File: config.mk
export PLATFORM = sky130hd
export DESIGN_NAME = camera_capture
export DESIGN_NICKNAME = d
export VERILOG_FILES = /design/src/rtl/camera_capture.sv
export SDC_FILE = /design/constraint.sdc
export NUM_CORES = 1
export LEC_CHECK = 0
export BUFFER_PORTS_ARGS = -buffer_cell sky130_fd_sc_hd__buf_4
export CAP_MARGIN = 0
export CORE_ASPECT_RATIO = 1.2
export CORE_MARGIN = 2
export CORE_UTILIZATION = 32
export CTS_CLUSTER_SIZE = 24
export DETAILED_ROUTE_END_ITERATION = 12
export HOLD_SLACK_MARGIN = 0.12
export SLEW_MARGIN = 20
export SYNTH_ARGS = -nofsm -noshare
export SYNTH_HDL_FRONTEND = slang
export SYNTH_SLANG_ARGS = --single-unit
File: constraint.sdc
create_clock -name iCLK -period 5.4 [get_ports iCLK]
set_input_delay 1.08 -clock iCLK [delete_from_list [all_inputs] [get_ports iCLK]]
set_output_delay 1.08 -clock iCLK [all_outputs]
set_load 0.005 [all_outputs]
File: src/rtl/camera_capture.sv
// Camera byte-stream capture: RGB565 pairs in, RGB888 pixels out to two SDRAM
// write ports, gated by a start/stop FSM that only engages on frame boundaries.
module camera_capture #(
  parameter int H_ACTIVE = 640,
  parameter int V_ACTIVE = 480
) (
  input  logic        iCLK,
  input  logic        iRST_N,
  input  logic [7:0]  iDATA,
  input  logic        iFVAL,
  input  logic        iLVAL,
  input  logic        iSTART,
  input  logic        iEND,
  output logic [15:0] oWR1_DATA,
  output logic [15:0] oWR2_DATA,
  output logic        oDVAL,
  output logic [12:0] oX_Cont,
  output logic [12:0] oY_Cont,
  output logic [15:0] oFrame_Cont,
  output logic        oBUSY
);

  typedef enum logic [1:0] {
    S_IDLE,
    S_ARMED,
    S_ACTIVE
  } state_e;

  localparam logic [12:0] XY_MAX = 13'h1FFF;
  localparam logic [31:0] H_LIM  = 32'(H_ACTIVE);
  localparam logic [31:0] V_LIM  = 32'(V_ACTIVE);

  logic [1:0]  rst_sync_q, rst_sync_d;
  logic        rst_n;

  logic [7:0]  data_q;
  logic        fval_q, lval_q;
  logic        fval_p_q, lval_p_q;
  state_e      state_q, state_d;
  logic        end_pend_q, end_pend_d;
  logic        phase_q, phase_d;
  logic [7:0]  hi_q, hi_d;
  logic [12:0] x_q, x_d;
  logic [12:0] y_q, y_d;
  logic [12:0] xd_q, yd_q;
  logic [15:0] pix_q, pix_d;
  logic        pix_vld_q, pix_vld_d;
  logic [15:0] frame_q, frame_d;
  logic        busy_q, busy_d;
  logic        dval_q;
  logic [15:0] wr1_q, wr1_d;
  logic [15:0] wr2_q, wr2_d;
  logic [12:0] ox_q, oy_q;

  logic        fval_rise, fval_fall, lval_fall;
  logic        active, take, lo, in_win;
  logic [7:0]  r8, g8, b8;

  // Release is re-timed to iCLK; assertion still clears everything at once.
  assign rst_sync_d = {rst_sync_q[0], 1'b1};

  always_ff @(posedge iCLK or negedge iRST_N) begin
    if (!iRST_N) rst_sync_q <= 2'b00;
    else         rst_sync_q <= rst_sync_d;
  end

  assign rst_n = rst_sync_q[1];

  always_comb begin
    fval_rise = fval_q & ~fval_p_q;
    fval_fall = ~fval_q & fval_p_q;
    lval_fall = ~lval_q & lval_p_q;
    active    = (state_q == S_ACTIVE);
    take      = active & fval_q & lval_q;
    lo        = take & phase_q;
    in_win    = ({19'd0, x_q} < H_LIM) && ({19'd0, y_q} < V_LIM);
  end

  always_comb begin
    state_d    = state_q;
    end_pend_d = end_pend_q;
    unique case (state_q)
      S_IDLE: begin
        end_pend_d = 1'b0;
        if (iSTART && !iEND) state_d = S_ARMED;
      end
      S_ARMED: begin
        end_pend_d = 1'b0;
        if (iEND)           state_d = S_IDLE;
        else if (fval_rise) state_d = S_ACTIVE;
      end
      S_ACTIVE: begin
        if (fval_fall && end_pend_q) begin
          state_d    = S_IDLE;
          end_pend_d = 1'b0;
        end else if (iEND) begin
          end_pend_d = 1'b1;
        end else if (iSTART) begin
          end_pend_d = 1'b0;
        end
      end
      default: begin
        state_d    = S_IDLE;
        end_pend_d = 1'b0;
      end
    endcase
    busy_d = (state_d == S_ACTIVE);
  end

  always_comb begin
    phase_d = phase_q;
    if (!lval_q)   phase_d = 1'b0;
    else if (take) phase_d = ~phase_q;

    hi_d      = (take && !phase_q) ? data_q : hi_q;
    pix_d     = lo ? {hi_q, data_q} : pix_q;
    pix_vld_d = lo & in_win;

    x_d = x_q;
    if (lval_fall)                x_d = 13'd0;
    else if (lo && x_q != XY_MAX) x_d = x_q + 13'd1;

    y_d = y_q;
    if (fval_rise && state_q != S_IDLE)
      y_d = 13'd0;
    else if (lval_fall && active && y_q != XY_MAX)
      y_d = y_q + 13'd1;

    frame_d = (fval_fall && active) ? frame_q + 16'd1 : frame_q;
  end

  always_comb begin
    r8    = {pix_q[15:11], pix_q[15:13]};
    g8    = {pix_q[10:5], pix_q[10:9]};
    b8    = {pix_q[4:0], pix_q[4:2]};
    wr1_d = pix_vld_q ? {r8, g8} : wr1_q;
    wr2_d = pix_vld_q ? {b8, 8'h00} : wr2_q;
  end

  always_ff @(posedge iCLK or negedge rst_n) begin
    if (!rst_n) begin
      data_q     <= '0;
      fval_q     <= 1'b0;
      lval_q     <= 1'b0;
      fval_p_q   <= 1'b0;
      lval_p_q   <= 1'b0;
      state_q    <= S_IDLE;
      end_pend_q <= 1'b0;
      phase_q    <= 1'b0;
      hi_q       <= '0;
      x_q        <= '0;
      y_q        <= '0;
      xd_q       <= '0;
      yd_q       <= '0;
      pix_q      <= '0;
      pix_vld_q  <= 1'b0;
      frame_q    <= '0;
      busy_q     <= 1'b0;
      dval_q     <= 1'b0;
      wr1_q      <= '0;
      wr2_q      <= '0;
      ox_q       <= '0;
      oy_q       <= '0;
    end else begin
      data_q     <= iDATA;
      fval_q     <= iFVAL;
      lval_q     <= iLVAL;
      fval_p_q   <= fval_q;
      lval_p_q   <= lval_q;
      state_q    <= state_d;
      end_pend_q <= end_pend_d;
      phase_q    <= phase_d;
      hi_q       <= hi_d;
      x_q        <= x_d;
      y_q        <= y_d;
      xd_q       <= x_q;
      yd_q       <= y_q;
      pix_q      <= pix_d;
      pix_vld_q  <= pix_vld_d;
      frame_q    <= frame_d;
      busy_q     <= busy_d;
      dval_q     <= pix_vld_q;
      wr1_q      <= wr1_d;
      wr2_q      <= wr2_d;
      ox_q       <= xd_q;
      oy_q       <= yd_q;
    end
  end

  assign oWR1_DATA   = wr1_q;
  assign oWR2_DATA   = wr2_q;
  assign oDVAL       = dval_q;
  assign oX_Cont     = ox_q;
  assign oY_Cont     = oy_q;
  assign oFrame_Cont = frame_q;
  assign oBUSY       = busy_q;

endmodule

==> flow_summary.ini <==
[synth]
synthFlopType = dfrtp_1
synth-edff-count = 0
synth.cell_area_mm2 = 0.00576
synth_area_leader_cell = dfrtp_1
yosysMostFrequentCell = dfrtp_1
synth_top_area_share_pct = 67.3
synth_common_cells = 155 x dfrtp_1, 70 x nand2_1, 25 x mux2_2
syn-instance-count = 459
yosys_warnings = 0
ys_seq_area_share_pct = 67.3
synth.area.top_cells = dfrtp_1 67%, mux2_2 4.9%, nand2_1 4.6%
synth.distinct_cells = 43
synth_seq_cells = 155
async_reset_ff_share_pct = 100
syn_area_per_cell_um2 = 12.6

[drt]
drt_wl_total_um = 11100
highest_layer = met4
routedLengthMet1_um = 4740
wl_met2_um = 5540
avgViaCountPerCell = 4.68
ant_nets = 0
dr_wl_met3_um = 581
dr.pass1.iters = 4
vias = 3625
post_drt_wl_per_cell_um = 14.3
drc = 0
drtIter0Drc = 283

[timing]
min_period_over_period_pct = 40.3
fin_setup_tns_ns = 0
slew_violations = 0
rsz0062_at_grt = false
fin_crit_ns = 2.18
hold_violations = 0
fmax_mhz = 459
setup_viol = 0
fin_skew_ns = 0.00912
tightestPinTransition_ns = 0.958
slew_headroom_pct = 36.1

[place]
gp_congestion = 0.809
placed_area_mm2 = 0.00653
dp_hpwl_um = 7470
io_buffers = 81
place_inst = 742

[global_route]
grt_overflow = 0
grt_pass1_wl_um = 18700
antenna_found_initial = 0
grt_max_degree = 60
grt_use_total_pct = 12.2
first_global_vias = 3782

[layout]
fin_nets = 559
instances_no_fill = 775
layout-drive-gt1-share_pct = 26.3
stdcell_area_mm2 = 0.00712
antenna_cells = 0
syn2layout_area_growth_pct = 23.6

[clocking]
hold_buffers = 0
postCtsResizedCells = 0
cts_setup_buffers = 0
cts.sinks = 155
path_clk_slew_ns = 0.06
clock_latency_ns = 0.42
htree_levels = 4
cts_buffers = 17
cts_tree = done
cts_root_buf = clkbuf_16
cts_max_path_buffers = 2

[min_path]
worstHoldPathCells = 0
min_to = oY_Cont[9]$_DFF_PN0_
worstHoldStart = yd_q[9]$_DFF_PN0_
holdCritPathClass = flip-flop to flip-flop

[worst_setup_path]
rrSetupSlack_ns = 3.22
cp_data_required_time_ns = 5.66
crit_path_end_kind = flip-flop
r2r_cells = 4
path_max_fanout = 12
start_kind = flip-flop
cp.arrival_ns = 2.44
path_class = flip-flop to flip-flop
worstReg2RegStart = state_q[0]$_DFF_PN0_
r2r_end = x_q[3]$_DFFE_PN0P_

[floorplan]
initial_core_util_pct = 32.8
die_height_um = 151
core_area_mm2 = 0.0176
fp.dieArea_mm2 = 0.0191
rows = 53
io_pins = 90
die_w_um = 127

[flow_run]
drv_cap = 0

[status]
run_status = finished, final reports clean

[power_and_ir_drop]
ir_drop_v = 0.000228
p_leak_nw = 3.44
power-per-cell-area_mw_per_mm2 = 444
-- cells in the final DEF (no fill, tap or decap), drive strengths merged, types with 3 or more instances in the layout --
cell type  instances
a21oi             14
o21ai             14
dfrtp            155
clkinvlp           3
and4               6
xor2               8
or4               10
mux2              25
and2               6
clkinv             4
xnor2              9
ha                 3
mux2i              4
o211ai             5
conb               9
nand3             13
nor3               4
or3                4
nor2              13
nand4             11
clkbuf            23
nand2b             3
o31ai              7
nor2b              3
nand2             70
nor4               9
inv               18
buf               85
-- critical path: stages, from the launching register on --
cell,delay [ns]
dfrtp_1,0.43
and2b_1,0.30
nand4_1,0.45
o21ai_0,0.65
o21ai_0,0.19
-- flip-flops by register name, summed over array words and instances (netlist names), 13 cells and up --
signal	count
oFrame_Cont	16
pix_q	16
oX_Cont	13
oY_Cont	13
x_q	13
xd_q	13
y_q	13
yd_q	13
-- through the flow --
step           util, %  setup slack, ns  hold slack [ns]  power, W
6_report          40.5             3.22            0.346   0.00316
4_1_cts           40.5             2.56            0.350   0.00320
3_5_place_dp      37.2             2.64            0.336   0.00205
2_1_floorplan        -            0.761            0.331   0.00181
5_1_grt           40.5             3.01            0.351   0.00334
3_3_place_gp      37.2             2.77            0.336   0.00202
-- how the worst max path moves through the flow --
stage               cells after the start               startpoint             endpoint  slack (ns)
floorplan                               0  rst_sync_q[1]$_DFF_PN0_  data_q[0]$_DFF_PN0_        0.76
global placement                        4     state_q[0]$_DFF_PN0_   x_q[8]$_DFFE_PN0P_        2.77
detailed placement                      4     state_q[0]$_DFF_PN0_   x_q[3]$_DFFE_PN0P_        2.64
CTS                                     4     state_q[0]$_DFF_PN0_   x_q[3]$_DFFE_PN0P_        2.56
global route                            4     state_q[0]$_DFF_PN0_   x_q[3]$_DFFE_PN0P_        3.01
finish                                  4     state_q[0]$_DFF_PN0_   x_q[3]$_DFFE_PN0P_        3.22
-- power breakdown --
group / total [W] / switching, W / internal (W)
Clock: 0.00114 / 0.000460 / 0.000684
Sequential: 0.00153 / 0.000158 / 0.00137
Combinational: 0.000485 / 0.000202 / 0.000283
Total: 0.00316 / 0.000820 / 0.00234
-- cells by family (layout without fill, tap and decap cells) --
kind of cell / count (synthesis) / count (layout) / synth area share [%]
compound gates: 47 / 47 / 5.01
xor+xnor: 17 / 17 / 2.58
fa+ha+maj: 3 / 3 / 0.651
buf+inv: 45 / 134 / 3.99
flops: 155 / 155 / 67.3
mux: 29 / 29 / 5.58
other cells: 2 / 9 / 0.130
simple gates: 161 / 161 / 14.8
-- metal layers --
metal | vias to the layer above | GRT usage (%)
met5 | - | 0
met4 | 0 | 5.44
met3 | 16 | 3.74
met2 | 87 | 20.0
met1 | 1798 | 14.8
li1 | 1724 | -
-- final cells by class --
cell class,count,area [µm²]
clock inverters,9,88.8
well taps,220,275
clock buffers,23,488
flip-flops and latches,155,3880
inverters,17,63.8
repair buffers,85,642
multi-input cells,266,1680
fillers,1664,10500
Power figures use the tool's default switching activity.
